`config.mk`:
```
export PLATFORM = sky130hd
export DESIGN_NAME = button_debounce
export DESIGN_NICKNAME = d
export VERILOG_FILES = /design/src/rtl/button_debounce.sv
export SDC_FILE = /design/constraint.sdc
export NUM_CORES = 1
export LEC_CHECK = 0
export ABC_AREA = 1
export CAP_MARGIN = 20
export CORE_UTILIZATION = 50
export CTS_CLUSTER_DIAMETER = 200
export CTS_CLUSTER_SIZE = 16
export DETAILED_ROUTE_END_ITERATION = 10
export PLACE_DENSITY = 0.67
export SETUP_SLACK_MARGIN = 0.4
export SLEW_MARGIN = 20
export SYNTH_ARGS = -nofsm -noshare
export SYNTH_HDL_FRONTEND = slang
export SYNTH_SLANG_ARGS = --single-unit
```
`constraint.sdc`:
```
create_clock -name clk -period 2.4 [get_ports clk]
set_clock_uncertainty 0.15 [all_clocks]
set_input_delay 0.72 -clock clk [delete_from_list [all_inputs] [get_ports clk]]
set_output_delay 0.72 -clock clk [all_outputs]
set_load 0.005 [all_outputs]
```
`src/rtl/button_debounce.sv`:
```
// button_debounce: debounces one raw push-button on a free-running tick.
// It produces a clean level, single-cycle press, release and long-press
// strobes, and a long-held flag.
// Ports:
//   clk           system clock
//   rst           synchronous active-high reset
//   btn_in        raw asynchronous button pin
//   btn_level     debounced state, 1 = pressed
//   press_pulse   1-cycle strobe on a debounced press
//   release_pulse 1-cycle strobe on a debounced release
//   long_pulse    1-cycle strobe when a press has been held LONG_MS ticks
//   long_held     1 from long_pulse until the debounced release
module button_debounce #(
  parameter int unsigned TICK_DIV    = 24000,
  parameter int unsigned DEBOUNCE_MS = 20,
  parameter int unsigned LONG_MS     = 1000,
  parameter int unsigned ACTIVE_LOW  = 1
) (
  input  logic clk,
  input  logic rst,
  input  logic btn_in,
  output logic btn_level,
  output logic press_pulse,
  output logic release_pulse,
  output logic long_pulse,
  output logic long_held
);

  // Each counter is sized to hold its own maximum value, minimum 1 bit.
  localparam int unsigned TICK_W = (TICK_DIV > 2) ? $clog2(TICK_DIV) : 1;
  localparam int unsigned DB_W   = (DEBOUNCE_MS > 2) ? $clog2(DEBOUNCE_MS) : 1;
  localparam int unsigned HOLD_W = (LONG_MS > 2) ? $clog2(LONG_MS) : 1;

  localparam logic [TICK_W-1:0] TICK_LAST = TICK_W'(TICK_DIV - 1);
  localparam logic [DB_W-1:0]   DB_LAST   = DB_W'(DEBOUNCE_MS - 1);
  localparam logic [HOLD_W-1:0] HOLD_LAST = HOLD_W'(LONG_MS - 1);

  // Pin level that means "not pressed".
  localparam logic REL_LVL = (ACTIVE_LOW != 0) ? 1'b1 : 1'b0;

  typedef enum logic [2:0] {
    IDLE    = 3'd0,
    DEB_P   = 3'd1,
    PRESSED = 3'd2,
    LONG    = 3'd3,
    DEB_R   = 3'd4
  } state_t;

  logic              sync1, sync2;
  logic              p_c;
  logic [TICK_W-1:0] tick_cnt;
  logic              tick_c;

  state_t            state, state_n;
  logic [DB_W-1:0]   db_cnt, db_cnt_n;
  logic [HOLD_W-1:0] hold_cnt, hold_cnt_n;
  logic              level_n, press_n, release_n, long_pulse_n, long_held_n;

  // Two-flop synchroniser, preloaded with the released level.
  always_ff @(posedge clk) begin
    if (rst) begin
      sync1 <= REL_LVL;
      sync2 <= REL_LVL;
    end else begin
      sync1 <= btn_in;
      sync2 <= sync1;
    end
  end

  // Normalised input: 1 means pressed regardless of pin polarity.
  assign p_c = sync2 ^ REL_LVL;

  // Free-running debounce tick; never restarted by button activity.
  assign tick_c = (tick_cnt == TICK_LAST);

  always_ff @(posedge clk) begin
    if (rst) begin
      tick_cnt <= '0;
    end else if (tick_c) begin
      tick_cnt <= '0;
    end else begin
      tick_cnt <= tick_cnt + TICK_W'(1);
    end
  end

  // Next-state and next-output logic; an input change takes priority over a tick.
  always_comb begin
    state_n      = state;
    db_cnt_n     = db_cnt;
    hold_cnt_n   = hold_cnt;
    level_n      = btn_level;
    long_held_n  = long_held;
    press_n      = 1'b0;
    release_n    = 1'b0;
    long_pulse_n = 1'b0;

    case (state)
      IDLE: begin
        if (p_c) begin
          state_n  = DEB_P;
          db_cnt_n = '0;
        end
      end

      DEB_P: begin
        if (!p_c) begin
          state_n = IDLE;
        end else if (tick_c) begin
          if (db_cnt == DB_LAST) begin
            state_n    = PRESSED;
            press_n    = 1'b1;
            level_n    = 1'b1;
            hold_cnt_n = '0;
          end else begin
            db_cnt_n = db_cnt + DB_W'(1);
          end
        end
      end

      PRESSED: begin
        if (!p_c) begin
          state_n  = DEB_R;
          db_cnt_n = '0;
        end else if (tick_c) begin
          if (hold_cnt == HOLD_LAST) begin
            state_n      = LONG;
            long_pulse_n = 1'b1;
            long_held_n  = 1'b1;
          end else begin
            hold_cnt_n = hold_cnt + HOLD_W'(1);
          end
        end
      end

      LONG: begin
        if (!p_c) begin
          state_n  = DEB_R;
          db_cnt_n = '0;
        end
      end

      DEB_R: begin
        // A bounce back to pressed resumes where it left off; hold_cnt is kept.
        if (p_c) begin
          state_n = long_held ? LONG : PRESSED;
        end else if (tick_c) begin
          if (db_cnt == DB_LAST) begin
            state_n     = IDLE;
            release_n   = 1'b1;
            level_n     = 1'b0;
            long_held_n = 1'b0;
          end else begin
            db_cnt_n = db_cnt + DB_W'(1);
          end
        end
      end

      default: begin
        state_n = IDLE;
      end
    endcase
  end

  // State, counters and registered outputs.
  always_ff @(posedge clk) begin
    if (rst) begin
      state         <= IDLE;
      db_cnt        <= '0;
      hold_cnt      <= '0;
      btn_level     <= 1'b0;
      press_pulse   <= 1'b0;
      release_pulse <= 1'b0;
      long_pulse    <= 1'b0;
      long_held     <= 1'b0;
    end else begin
      state         <= state_n;
      db_cnt        <= db_cnt_n;
      hold_cnt      <= hold_cnt_n;
      btn_level     <= level_n;
      press_pulse   <= press_n;
      release_pulse <= release_n;
      long_pulse    <= long_pulse_n;
      long_held     <= long_held_n;
    end
  end

endmodule

```
==> flow_metrics.py, run 1 <==
metrics = {
    "yosys": {
        "yosysTopAreaCellShare_pct": 33.7,
        "syn_avg_cell_area_um2": 6.85,
        "synth.top_cells.by_count": "sky130_fd_sc_hd__nand2_1, sky130_fd_sc_hd__nor2_1, sky130_fd_sc_hd__dfxtp_1",
        "synth_fa_ha_area_share_pct": 1.58,
        "post_synth_and_or_nand_nor_area_fraction_pct": 47.0,
        "synth_cells": 347,
        "synth_fp_nets": 353,
        "synth_area_leaders": "sky130_fd_sc_hd__dfxtp_1, sky130_fd_sc_hd__nand2_1, sky130_fd_sc_hd__nor2_1, sky130_fd_sc_hd__inv_1, sky130_fd_sc_hd__a21oi_1",
        "yosys.cell_count.top_type": "sky130_fd_sc_hd__nand2_1",
        "synth-edff-count": 0,
        "ys.warnings.count": 0,
        "post_synth_xor_area_fraction_pct": 2.58,
        "main_combinational_cell_family_by_area_after_synthesis": "simple AND/OR/NAND/NOR gates",
        "main_synth_ff_type": "sky130_fd_sc_hd__dfxtp_1",
        "synth.ff_latch_count": 40,
        "synth-seq-area-share_pct": 33.7,
        "synthArstFlopShare_pct": 0,
        "complex_gate_fraction_of_the_synthesized_area_pct": 6.52,
        "synth_mux_area_share_pct": 0,
        "synth.lib_cells_used.distinct": 35,
        "synth_top_cell_by_area": "sky130_fd_sc_hd__dfxtp_1",
        "synth_area_um2": 2380,
    },
    "worst_hold_path": {
        "worstHoldPathCells": 1,
        "worst_hold_path_type": "flop to flop",
        "hold_end": "sync2",
        "min-delay-start": "sync1",
    },
    "floorplanning": {
        "chipWidth_um": 71.0,
        "row_count": 24,
        "fp.dieArea_um2": 5040,
        "coreArea_um2": 4470,
        "i_o_pin_count": 8,
        "fp.dieH_um": 71.0,
        "initial_utilization_pct": 53.2,
    },
    "layout": {
        "sequential_cell_area_um2": 803,
        "design.final.nets": 374,
        "area.growth.synth_to_final_pct": 14.0,
        "layout-drive-gt1-share_pct": 17.3,
        "diodes": 0,
        "multi_input_comb_area_um2": 1420,
        "nFillCells": 452,
    },
    "critical_path": {
        "crit_path_top_delay_cell": "sky130_fd_sc_hd__clkdlybuf4s50_1",
        "arrival_ns": 1.08,
        "critPathLaunchType": "flop",
        "worstReg2RegStart": "tick_cnt[0]",
        "cp_num_buf_inv": 1,
        "worstReg2RegEnd": "press_pulse",
        "worst-path-max-fanout": 1,
        "reg2regPathDepth": 7,
        "cp.required_ns": 1.53,
        "biggest_cell_delay_along_the_critical_path_ns": 0.48,
        "path_delay_family": "buffers and inverters",
        "critical_path_class": "flop to output port",
        "timing.critical_path.to_type": "output port",
        "worstSetupPathDepth": 1,
        "critical_path.cell_chain": "clkdlybuf4s50_1",
        "r2r_setup_slack_ns": 0.57,
    },
    "clock_network": {
        "cts_tree": "yes",
        "worst_skew_pair.late_latency_ns": 0.29,
        "cts.sink_count": 40,
        "number_of_buffers_inserted_during_clock_tree_synthesis": 5,
        "cts.clk_slew.worst_paths_ns": 0.08,
        "clockBufferDepth": 2,
        "root_buffer": "sky130_fd_sc_hd__clkbuf_8",
        "htree_levels": 2,
    },
    "routing": {
        "routedLengthMet1_um": 2320,
        "post_detailed_route_wirelength_per_cell_um": 11.3,
        "vias": 2127,
        "final_antenna_net_count": 0,
        "drtPass1Iterations": 6,
        "wl_met3_um": 184,
        "drc": 0,
        "drtIter0Drc": 166,
        "finalWirelength_um": 4750,
        "ratio_of_routed_vias_to_standard_cells": 5.05,
        "route.top_layer_used": "met4",
        "met2RoutedLength_um": 2220,
    },
    "place": {
        "detailedPlacementHpwl_um": 3460,
        "gp_routability_congestion": 0.860,
        "buffer_ports.inserted": 7,
    },
    "timing": {
        "timing_worst_slew_pin_value_ns": 0.402,
        "fmaxAchievable_ghz": 0.512,
        "hold_slack_ns": 0.265,
        "unrepaired_setup_endpoints_after_global_routing": "no",
        "timing.final.hold_violations": 0,
        "final_setup_violations": 0,
        "layout_worst_path_cycle_share_pct": 81.4,
        "finalWorstPathRequiredPeriod_ns": 1.95,
        "total_negative_setup_slack_ns": 0,
        "final-max-slew-violation-count": 0,
        "slew-limit-headroom_pct": 73.1,
    },
    "global_route": {
        "globalRouteOverflowTotal": 0,
        "number_of_antenna_violations_at_the_first_check_in_global_routing": 0,
        "first_global_vias": 2005,
        "global_route.usage.total_pct": 20.5,
        "maximum_number_of_pins_on_one_net_before_global_route_repair": 13,
        "first_pass_grt_wire_length_um": 8380,
    },
    "job": {
        "drv.max_cap_violation_count": 0,
    },
    "power": {
        "irDropWorstVdd_uv": 317,
        "power_density_nw_per_um2": 745,
        "p_leak_nw": 1.13,
    },
    "status": {
        "status": "finished, final reports clean",
    },
}
==> stage by stage <==
| step | instances | instance area, um^2 | utilization [%] | power [W] | worst slack [ns] |
|---|---|---|---|---|---|
| after detailed placement | 409 | 2530 | 56.6 | 0.00152 | 0.221 |
| after global routing | 421 | 2710 | 60.6 | 0.00216 | 0.397 |
| after global placement | 409 | 2530 | 56.6 | 0.00153 | 0.239 |
| final | 421 | 2710 | 60.6 | 0.00202 | 0.446 |
| after CTS | 417 | 2630 | 58.7 | 0.00199 | 0.406 |
| after floorplan | 347 | 2380 | - | 0.00139 | 0.695 |
==> flip-flops by register name (all words and copies together), names as in the netlist <==
name / flops
btn_level: 1
db_cnt: 5
hold_cnt: 10
long_held: 1
long_pulse: 1
press_pulse: 1
release_pulse: 1
state: 3
sync1: 1
sync2: 1
tick_cnt: 15
==> report_power, final <==
part / internal, W / total, W / switching, W / leakage (nW)
clock network: 0.000234 / 0.000463 / 0.000230 / 0.0445
registers: 0.000704 / 0.000752 / 0.0000481 / 0.325
logic: 0.000280 / 0.000804 / 0.000524 / 0.760
total: 0.00122 / 0.00202 / 0.000802 / 1.13
==> worst max-delay path by stage <==
stage / start / endpoint
finish: release_pulse / release_pulse
global route: tick_cnt[2] / tick_cnt[9]
CTS: long_held / long_held
detailed placement: rst / hold_cnt[3]
global placement: rst / hold_cnt[6]
floorplan: tick_cnt[0] / hold_cnt[3]
==> layout by cell type, fill, tap and decap left out, types with 3 or more instances in the layout <==
cell,synthesis,final
sky130_fd_sc_hd__a21oi_1,19,19
sky130_fd_sc_hd__buf_4,0,9
sky130_fd_sc_hd__clkbuf_8,1,6
sky130_fd_sc_hd__clkdlybuf4s50_1,0,5
sky130_fd_sc_hd__dfxtp_1,40,38
sky130_fd_sc_hd__inv_1,37,37
sky130_fd_sc_hd__inv_2,8,8
sky130_fd_sc_hd__nand2_1,95,95
sky130_fd_sc_hd__nand2_2,5,3
sky130_fd_sc_hd__nand2_4,6,7
sky130_fd_sc_hd__nand3_1,19,19
sky130_fd_sc_hd__nand3_2,5,3
sky130_fd_sc_hd__nand3_4,3,5
sky130_fd_sc_hd__nand4_1,15,15
sky130_fd_sc_hd__nor2_1,43,42
sky130_fd_sc_hd__nor2_2,6,6
sky130_fd_sc_hd__nor2_4,2,3
sky130_fd_sc_hd__nor3_1,5,5
sky130_fd_sc_hd__o21ai_0,7,7
sky130_fd_sc_hd__or2_2,3,3
sky130_fd_sc_hd__xnor2_1,3,3
sky130_fd_sc_hd__xor2_1,4,4
==> layer usage <==
metal  vias up  track usage [%]
met1       930             26.8
met3         4             3.99
met2        42             34.8
met5         -                0
li1       1151                -
met4         0             5.11
==> what timing repair did <==
| item | CTS | global route |
|---|---|---|
| hold buffers | 0 | 0 |
| setup buffers | 0 | 4 |
| resized for setup | 0 | 13 |
| endpoints found under the setup margin | 0 | 16 |
| endpoints found under the hold margin | 0 | 0 |
==> cells by family after synthesis <==
family,count (synthesis)
fa+ha+maj,3
simple gates,217
flops,40
xor+xnor,7
compound gates,30
buf+inv,50
==> cell type report <==
class | count | share of cell area, %
Clock buffer | 7 | 3.18
Clock inverter | 1 | 0.277
Inverter | 48 | 6.92
Multi-Input combinational cell | 257 | 52.3
Sequential cell | 40 | 29.6
Tap cell | 52 | 2.40
Timing Repair Buffer | 16 | 5.26
==> worst register-to-register path: stages (launching register included) <==
cell and delay, ns:
sky130_fd_sc_hd__dfxtp_1 0.37, sky130_fd_sc_hd__ha_2 0.23, sky130_fd_sc_hd__nand3_4 0.12, sky130_fd_sc_hd__nor2_4 0.15, sky130_fd_sc_hd__nand4_1 0.17, sky130_fd_sc_hd__buf_4 0.19, sky130_fd_sc_hd__or2_2 0.28, sky130_fd_sc_hd__nor3_1 0.12
Note: power is estimated with default switching activity, not from simulation.
==> run 2, diff against run 1 <==
==> constraint.sdc (replaced) <==
create_clock -name clk -period 2 [get_ports clk]
set_clock_uncertainty 0.15 [all_clocks]
set_input_delay 0.6 -clock clk [delete_from_list [all_inputs] [get_ports clk]]
set_output_delay 0.6 -clock clk [all_outputs]
set_load 0.005 [all_outputs]
==> flow_metrics.py, run 2 (same netlist as run 1, synthesis figures left out) <==
metrics = {
    "place": {
        "gp_routability_congestion": 0.889,
        "buffer_ports.inserted": 7,
        "detailedPlacementHpwl_um": 3640,
    },
    "global_route": {
        "grt.busiest_layer": "met2",
        "global_route.usage.total_pct": 23.2,
        "maximum_number_of_pins_on_one_net_before_global_route_repair": 13,
        "use_met3_pct": 4.70,
        "first_pass_grt_wire_length_um": 9360,
        "globalRouteMet1Util_pct": 28.4,
        "grtUsageMet2_pct": 40.0,
        "globalRouteOverflowTotal": 0,
        "number_of_antenna_violations_at_the_first_check_in_global_routing": 0,
        "first_global_vias": 2182,
    },
    "power": {
        "power.share.combinational_pct": 45.1,
        "power_density_nw_per_um2": 875,
        "p_leak_nw": 1.25,
        "fin_total_pwr_w": 0.00273,
        "power.internal_w": 0.00163,
        "power_switching_w": 0.00110,
        "pwr-share-seq_pct": 33.9,
        "irDropWorstVdd_uv": 432,
        "p_sw_share_pct": 40.2,
        "power_frac_clock_pct": 21.0,
    },
    "routing": {
        "post_detailed_route_wirelength_per_cell_um": 12.2,
        "drtPass1Iterations": 7,
        "finalWirelength_um": 5410,
        "ratio_of_routed_vias_to_standard_cells": 5.21,
        "vias": 2314,
        "final_antenna_net_count": 0,
        "drc": 2,
        "drtIter0Drc": 156,
    },
    "critical_path": {
        "critical_path.cell_chain": "ha_4, nand3_4, nor2_4, nand3_4, buf_4, buf_6, nand2_8, buf_6, nor2_1",
        "timing.critical_path.to_type": "flop",
        "arrival_ns": 1.77,
        "biggest_cell_delay_along_the_critical_path_ns": 0.36,
        "critical_path_class": "flop to flop",
        "worst-path-max-fanout": 8,
        "cp.required_ns": 2.04,
        "critPathLaunchType": "flop",
        "crit_path_top_delay_cell": "sky130_fd_sc_hd__dfxtp_2",
    },
    "timing": {
        "timing_worst_slew_pin_value_ns": 0.324,
        "layout_worst_path_cycle_share_pct": 86.5,
        "unrepaired_setup_endpoints_after_global_routing": "yes",
        "slew-limit-headroom_pct": 78.2,
        "timing.final.hold_violations": 0,
        "final-max-slew-violation-count": 0,
        "fmaxAchievable_ghz": 0.578,
        "finalWorstPathRequiredPeriod_ns": 1.73,
        "total_negative_setup_slack_ns": 0,
        "final_setup_violations": 0,
        "hold_slack_ns": 0.290,
    },
    "clock_network": {
        "root_buffer": "sky130_fd_sc_hd__clkbuf_8",
        "worst_skew_pair.late_latency_ns": 0.30,
        "cts.sink_count": 40,
        "number_of_buffers_inserted_during_clock_tree_synthesis": 5,
        "hold_buffers": 0,
        "htree_levels": 2,
        "clockBufferDepth": 2,
        "cts_tree": "yes",
        "cts.clk_slew.worst_paths_ns": 0.08,
    },
    "layout": {
        "most-common-layout-cells": "sky130_fd_sc_hd__nand2_1, sky130_fd_sc_hd__inv_1, sky130_fd_sc_hd__nor2_1",
        "layout-drive-gt1-share_pct": 32.9,
        "top_regs": "tick_cnt x15, hold_cnt x10, db_cnt x5",
        "largest_register_ff_count": 15,
        "largest_register": "tick_cnt",
        "layout.cells.most_common": "sky130_fd_sc_hd__nand2_1",
        "area.growth.synth_to_final_pct": 31.1,
        "design.final.nets": 397,
        "diodes": 0,
    },
    "floorplanning": {
        "i_o_pin_count": 8,
        "fp.dieArea_um2": 5040,
        "fp.dieH_um": 71.0,
        "coreArea_um2": 4470,
        "initial_utilization_pct": 53.2,
        "chipWidth_um": 71.0,
        "row_count": 24,
    },
    "worst_hold_path": {
        "worst_hold_path_type": "flop to flop",
    },
    "status": {
        "status": "finished, violations left",
        "failed_checks": "design-rule violations",
    },
    "job": {
        "drv.max_cap_violation_count": 0,
    },
}
==> run 2: cell types whose count changed in the layout (fill, tap and decap cells not counted), moves of 6 or more <==
cell | previous run | this run
sky130_fd_sc_hd__buf_6 | 0 | 6
sky130_fd_sc_hd__buf_4 | 9 | 25
sky130_fd_sc_hd__nand2_1 | 95 | 82
sky130_fd_sc_hd__nor2_4 | 3 | 10
sky130_fd_sc_hd__nand2_2 | 3 | 14
sky130_fd_sc_hd__dfxtp_1 | 38 | 28
sky130_fd_sc_hd__dfxtp_2 | 2 | 8
sky130_fd_sc_hd__nor2_1 | 42 | 34
==> run 2: worst paths after layout <==
path / startpoint / to / slack, ns / cells past startpoint
worst max-delay path: tick_cnt[0] / tick_cnt[5] / 0.27 / 9
worst min register to register: sync1 / sync2 / 0.29 / 1
worst min-delay path: sync1 / sync2 / 0.29 / 1
worst max register to register: tick_cnt[0] / tick_cnt[5] / 0.27 / 9
==> run 2: per-stage QoR <==
step	cell area [um^2]	cells	setup WS (ns)	util, %
2_1_floorplan	2420	347	0.409	-
3_3_place_gp	2620	416	0.0960	58.6
3_5_place_dp	2620	416	0.0662	58.6
4_1_cts	2920	436	0.312	65.3
5_1_grt	3120	444	0.147	69.7
6_report	3120	444	0.271	69.7
==> run 2: metal layers <==
| layer | wire [um] | vias to the layer above |
|---|---|---|
| li1 | - | 1199 |
| met1 | 2440 | 1070 |
| met2 | 2690 | 40 |
| met3 | 207 | 5 |
| met4 | 67 | 0 |
| met5 | 0 | - |
==> run 2: repair_timing <==
item	4_1_cts	5_1_grt
endpoints found under the setup margin	37	37
endpoints found under the hold margin	0	0
setup buffers	11	8
cloned	1	0
pin swaps	12	23
gates resized for setup	44	42
==> run 2: critical path, delay by kind of cell (launching register included) <==
family	cells	cell delay (ns)
adders and majority gates	1	0.15
DFF	1	0.36
and+or+nand+nor	5	0.52
buffers and inverters	3	0.43
==> run 2: area by class of cell <==
cell class	instances	area, um^2
multi-input cells	258	1620
fillers	376	1360
flip-flops and latches	40	826
repair buffers	38	320
inverters	48	193
clock buffers	7	86.3
well taps	52	65.1
clock inverters	1	7.51
==> run 2: power groups by stage <==
stage / clock [W] / sequential (W) / combinational, W
after global placement: 0 / 0.000923 / 0.000919
after floorplan: 0 / 0.000913 / 0.000754
final: 0.000574 / 0.000925 / 0.00123
after CTS: 0.000591 / 0.000919 / 0.00111
after global routing: 0.000615 / 0.000935 / 0.00137
after detailed placement: 0 / 0.000923 / 0.000921
